File: config.mk
export PLATFORM = sky130hd
export DESIGN_NAME = serial_adder
export DESIGN_NICKNAME = d
export VERILOG_FILES = /design/src/rtl/serial_adder.sv
export SDC_FILE = /design/constraint.sdc
export NUM_CORES = 1
export LEC_CHECK = 0
export CAP_MARGIN = 20
export CORE_ASPECT_RATIO = 1.75
export CORE_MARGIN = 2
export CORE_UTILIZATION = 53
export DETAILED_ROUTE_END_ITERATION = 6
export GPL_ROUTABILITY_DRIVEN = 0
export PLACE_DENSITY = 0.8
export SLEW_MARGIN = 20
export SYNTH_ARGS = -nofsm -noshare
export SYNTH_HDL_FRONTEND = slang
export SYNTH_SLANG_ARGS = --single-unit
File: constraint.sdc
create_clock -name clk -period 1.6 [get_ports clk]
set_input_delay 0.16 -clock clk [delete_from_list [all_inputs] [get_ports clk]]
set_output_delay 0.16 -clock clk [all_outputs]
set_load 0.02 [all_outputs]
File: src/rtl/serial_adder.sv
// serial_adder: bit-serial add/subtract, one full-adder cell with a registered carry, LSB first.
module serial_adder_fa (
   input  logic a_i,
   input  logic b_i,
   input  logic c_i,
   output logic s_o,
   output logic c_o
);
   assign s_o = a_i ^ b_i ^ c_i;
   assign c_o = (a_i & b_i) | (c_i & (a_i ^ b_i));
endmodule

module serial_adder #(
   parameter int WIDTH = 32
) (
   input  logic             clk,
   input  logic             rst,
   input  logic             start,
   input  logic             sub,
   input  logic [WIDTH-1:0] a,
   input  logic [WIDTH-1:0] b,
   output logic             busy,
   output logic             done,
   output logic [WIDTH-1:0] sum,
   output logic             cout,
   output logic             overflow
);
   localparam int CW = $clog2(WIDTH + 1);
   typedef enum logic [1:0] {IDLE, RUN, DONE} state_t;
   state_t           state_q, state_d;
   logic [WIDTH-1:0] op_a_q, op_a_d, op_b_q, op_b_d, acc_q, acc_d, sum_q, sum_d;
   logic [CW-1:0]    cnt_q, cnt_d;
   logic             carry_q, carry_d, cout_q, cout_d, ovf_q, ovf_d;
   logic             fa_s, fa_c, run, last, load;
   serial_adder_fa u_fa (
      .a_i(op_a_q[0]),
      .b_i(op_b_q[0]),
      .c_i(carry_q),
      .s_o(fa_s),
      .c_o(fa_c)
   );
   assign run  = state_q == RUN;
   assign last = run && cnt_q == CW'(WIDTH - 1);
   // start is only honoured outside RUN; mid-operation requests are dropped
   assign load = start && !run;
   always_ff @(posedge clk) begin
      if (rst) begin
         state_q <= IDLE;
         op_a_q  <= '0;
         op_b_q  <= '0;
         acc_q   <= '0;
         sum_q   <= '0;
         cnt_q   <= '0;
         carry_q <= 1'b0;
         cout_q  <= 1'b0;
         ovf_q   <= 1'b0;
      end else begin
         state_q <= state_d;
         op_a_q  <= op_a_d;
         op_b_q  <= op_b_d;
         acc_q   <= acc_d;
         sum_q   <= sum_d;
         cnt_q   <= cnt_d;
         carry_q <= carry_d;
         cout_q  <= cout_d;
         ovf_q   <= ovf_d;
      end
   end
   always_comb begin
      state_d = load ? RUN : last ? DONE : run ? RUN : IDLE;
   end
   always_comb begin
      op_a_d  = load ? a : run ? op_a_q >> 1 : op_a_q;
      op_b_d  = load ? (sub ? ~b : b) : run ? op_b_q >> 1 : op_b_q;
      acc_d   = load ? '0 : run ? {fa_s, acc_q[WIDTH-1:1]} : acc_q;
      carry_d = load ? sub : run ? fa_c : carry_q;
      cnt_d   = load ? '0 : run ? cnt_q + CW'(1) : cnt_q;
      // carry_q is the carry into the MSB while the last bit is processed
      sum_d   = last ? {fa_s, acc_q[WIDTH-1:1]} : sum_q;
      cout_d  = last ? fa_c : cout_q;
      ovf_d   = last ? carry_q ^ fa_c : ovf_q;
   end
   always_comb begin
      busy     = state_q == RUN;
      done     = state_q == DONE;
      sum      = sum_q;
      cout     = cout_q;
      overflow = ovf_q;
   end
endmodule

==> Word level (Yosys, flattened, before mapping) <==
Index checks and enable logic that the tools add are counted.
{ "classes": {"n_mul": 0, "magnitude_cmp": 0, "mux": 10, "bitwise_logic": 7, "n_addsub": 1, "eq_ne": 3, "n_reduce_logical": 5, "shifts": 0, "div": 0} }
{ "ops": {"columns": ["op", "count"], "rows": [
  ["2-to-1 mux 32 bit", 5],
  ["inverter 32 bit", 1],
  ["adder 6 x 1 -> 6 bit (second input constant)", 1],
  ["== test 6 x 5 -> 1 bit (second input constant)", 1],
  ["2-to-1 mux 1 bit", 4],
  ["bitwise XOR 1 bit", 3],
  ["AND 1 bit", 2],
  ["== test 2 x 1 -> 1 bit (second input constant)", 1],
  ["== test 2 bit (second input constant)", 1],
  ["logical AND 1 bit", 2],
  ["2-to-1 mux 2 bit", 1],
  ["nonzero test 2 bit", 1],
  ["OR reduction 2 bit", 1],
  ["logical NOT 1 bit", 1],
  ["bitwise OR 1 bit", 1]
]} }
{ "word_totals": {"ram_bits": 0, "reg_bits": 139, "latch_bits": 0, "n_memories": 0, "romBits": 0} }

==> Longest topological paths before layout <==
{ "logic_depth": {"depth_word": 5, "depth_mapped": 7} }

==> By module <==
From an unflattened synthesis, not the netlist that was laid out.
{ "hier_totals": {"cells_unflattened": 680, "hier_area_um2": 6224.7} }
{ "by_module_without_submodules": {"columns": ["module", "cells_each", "seq_area_each_um2", "area_each_um2", "n_inst"], "rows": [
  ["serial_adder", 679, 2762.6, 6204.7, 1],
  ["serial_adder_fa", 1, 0.0, 20.0, 1]
]} }

==> Least setup slack after synthesis <==
OpenSTA, ideal clock, no wires.
{ "synth_path": {"path_kind": "flip-flop to flip-flop", "startpoint": "register cnt_q[0]", "endpoint": "register ovf_q (netlist: overflow)", "n_path_buf": 1, "period_less_slack_ps": 1374, "slack_ps": 226, "t_arrival_ps": 1253, "setup_time_ps": 121, "stages_incl_launch_ff": 6, "path_cell_list": "dfxtp_1 -> ha_1 -> nand3b_1 -> nor3_2 -> buf_4 -> mux2_2"} }
{ "synth_via": {"elab_chain_cells": 2} }
{ "synth_rtl": {"columns": ["item", "line", "text"], "rows": [
  ["start: declaration", "32", "logic [CW-1:0] cnt_q, cnt_d;"],
  ["start signal: assignment", "63", "cnt_q <= cnt_d;"],
  ["== test 6 x 5 -> 1 bit", "43", "assign last = run && cnt_q == CW'(WIDTH - 1);"],
  ["logical AND 1 bit", "43", null],
  ["end signal: assignment", "66", "ovf_q <= ovf_d;"],
  ["end: declaration", "33", "logic carry_q, carry_d, cout_q, cout_d, ovf_q, ovf_d;"]
]} }
No other way between the ends.
A chain may end at the register's enable or synchronous reset.

==> Worst setup path after layout <==
{ "layout_path": {"startpoint": "register cnt_q[0]", "endpoint": "register sum_q[26] (netlist: sum[26])"} }
{ "layout_via": {"elab_chain_cells": 2} }
{ "layout_rtl": {"columns": ["item", "line", "text"], "rows": [
  ["== test 6 x 5 -> 1 bit", "43", null],
  ["logical AND 1 bit", "43", null],
  ["end signal: assignment", "62", "sum_q <= sum_d;"],
  ["end: declaration", "31", "logic [WIDTH-1:0] op_a_q, op_a_d, op_b_q, op_b_d, acc_q, acc_d, sum_q, sum_d;"]
]} }
No other way between the ends.

==> impl_metrics.csv <==
group,metric,value,unit
setup_path,crit_type,"reg2reg",
die,die_width,85.9,um
synth,synth_common_cells,"dfxtp_1, nand2_1, nor2_1",
synth,ys_ff_latch,138,
cts,clockBufferDepth,2,
synth,synth_area_leaders,"dfxtp_1, mux2i_1, nand2b_1",
cts,cts_buffers,17,
global_routing,grt_pass1_wl,20900,um
placement,dp_hpwl,8180,um
global_routing,grt_max_degree,82,
setup_path,cp_max_fo,8,
synth,yosys_warnings,0,
sta,fmax,620,MHz
cts,clk_latency,0.41,ns
die,row_count,52,
drt,vias,4897,
sta,fin_tns_setup,-0.0121,ns
synth,synth-seq-area-share,44.4,%
synth,syn-num-nets,750,
drt,postRouteWirelength,12900,um
placement,post-place-ws,0.0425,ns
layout,seq_area,0.00277,mm2
sta,worst-slew-pin-transition,0.457,ns
sta,maxSlewViolCount,0,
sta,setup_viol,1,
layout,layout-drive-gt1-share,11.1,%
synth,synth_top_area_share,44.4,%
setup_path,cp.arrival,1.95,ns
global_routing,antenna_found_initial,0,
die,num_io_pins,104,
drt,first_pass_iters,7,
synth,yosysMostFrequentCell,"dfxtp_1",
drt,drt-wirelength-per-cell,14.1,um
cts,cts_max_level,4,
synth,ys_types,31,
status,status,"finished, violations left",
sta,rsz0062_at_grt,"true",
layout,nFillCells,900,
global_routing,grt-ovfl-total,0,
drt,viasPerCell,5.36,
placement,placed_area,0.00727,mm2
global_routing,gr-usage-all-layers,20.4,%
cts,cts_root_buf,"clkbuf_16",
sta,fin_crit,1.61,ns
synth,syn_inst,680,
power,p_leak,2.88,nW
power,power.density,1090,mW/mm2
power,ir_worst_vdd,0.000846,V
drt,antenna_left,0,
sta,finClkSkew,0.00764,ns
die,core-area,0.0115,mm2
layout,design_area,0.00802,mm2
setup_path,critPathCaptureType,"flip-flop",
setup_path,start_kind,"flip-flop",
synth,synth_top_cell_by_area,"dfxtp_1",
synth,synth_ff_type,"dfxtp_1",
setup_path,crit_required,1.93,ns
synth,synth_edf_count,0,
cts,cts_tree,"done",
die,initial_core_util,54.1,%
status,violations,"negative setup slack",
sta,maxSlewHeadroom,69.5,%
layout,diodes,0,
drt,first_iter_violations,181,
layout,area_growth_syn_to_layout,28.9,%
layout,utilization,69.7,%
synth,avgSynthCellArea,9.15,um2
sta,hold_viol,0,
die,die_area,0.0127,mm2
layout,nets,835,
sta,period_share,101,%
synth,postSynth.asyncResetShare,0,%
cts,cts.sinks,138,
die,fp.dieH,147,um
job,max_cap_viol_count,0,
placement,port_buffers,103,
worst_hold_path,min_path_type,"in2reg",
cts,cts.clk_slew.worst_paths,0.06,ns
synth,syn-cell-area,0.00622,mm2
sta,setup_ws,-0.0121,ns
drt,post-route-drc-count,0,
global_routing,grt_pass1_vias,4736,
power,report.power.total,8.73,mW
layout,multiInputGateArea,0.00311,mm2
## kinds of logic after synthesis
kind of cell               Yosys count  share of synthesized area, %
AOI/OAI and AO/OA                  134                          15.3
xor gates and xnor gates            35                          4.92
adders and majority gates            2                         0.523
buffers and inverters               61                          6.15
DFF                                138                          44.4
muxes                               67                          10.8
and+or+nand+nor                    243                          17.9
## registers in the layout (all words and copies together) (netlist names)
register	count
carry_q	1
cnt_q	6
op_a_q	32
acc_q	31
state_q	2
op_b_q	32
cout	1
sum	32
overflow	1
## metrics by stage
stage                     cells  hold slack, ns
final                       913           0.180
after detailed placement    874           0.445
after global placement      874           0.435
after floorplan             680           0.355
after global routing        913           0.202
after CTS                   906           0.162
## timing repair
action / 4_1_cts / 5_1_grt
gates cloned: 0 / 3
resized for setup: 2 / 5
pin swaps: 0 / 1
setup endpoints to repair: 2 / 15
setup buffers: 0 / 4
hold buffers: 0 / 0
## cells in the final DEF (no fill, tap or decap), types with 9 or more instances in the layout
| master | n |
|---|---|
| dfxtp_1 | 136 |
| clkdlybuf4s50_1 | 98 |
| nand2_1 | 96 |
| nor2_1 | 68 |
| nand2b_1 | 66 |
| mux2i_1 | 65 |
| a21oi_1 | 46 |
| xnor2_1 | 35 |
| a211oi_1 | 32 |
| a211o_1 | 31 |
| a21oi_2 | 20 |
| clkbuf_16 | 19 |
| buf_4 | 12 |
| buf_12 | 9 |
## final cells by class
| type | instances | share of cell area [%] |
|---|---|---|
| Multi-Input combinational cell | 481 | 38.8 |
| Sequential cell | 138 | 34.5 |
| Timing Repair Buffer | 125 | 16.6 |
| Clock buffer | 18 | 5.47 |
| Clock inverter | 14 | 2.43 |
| Tap cell | 135 | 2.11 |
| Inverter | 2 | 0.125 |
## power by group
part           total, mW  switching [mW]  internal, mW
Clock               4.18            1.52          2.66
Sequential          3.66          0.0811          3.58
Combinational      0.895           0.427         0.468
## worst max-delay path, stage by stage, from the launching register on
cell and delay (ns):
dfxtp_2 0.37, ha_4 0.13, nand3b_1 0.18, nor3_4 0.32, buf_12 0.16, buf_12 0.14
mux2i_2 0.23
## path summary, 6_finish.rpt
path | cells past startpoint | slack, ns | startpoint | to
min reg2reg | 2 | 0.45 | op_b_q[26]$_SDFFE_PP0P_ | op_b_q[25]$_SDFFE_PP0P_
min | 2 | 0.18 | rst | op_b_q[0]$_SDFFE_PP0P_
max reg2reg | 6 | -0.01 | cnt_q[0]$_SDFFE_PP0N_ | sum[26]$_SDFFE_PP0P_
max | 6 | -0.01 | cnt_q[0]$_SDFFE_PP0N_ | sum[26]$_SDFFE_PP0P_
## metal layers
| metal | part of all wire, % | track usage (%) |
|---|---|---|
| met2 | 55 | 36.4 |
| met5 | 0 | 0 |
| met3 | 3.3 | 5.28 |
| met1 | 40 | 22.7 |
| met4 | 1.4 | 7.94 |
No activity file was read; power rests on OpenSTA's default activity.
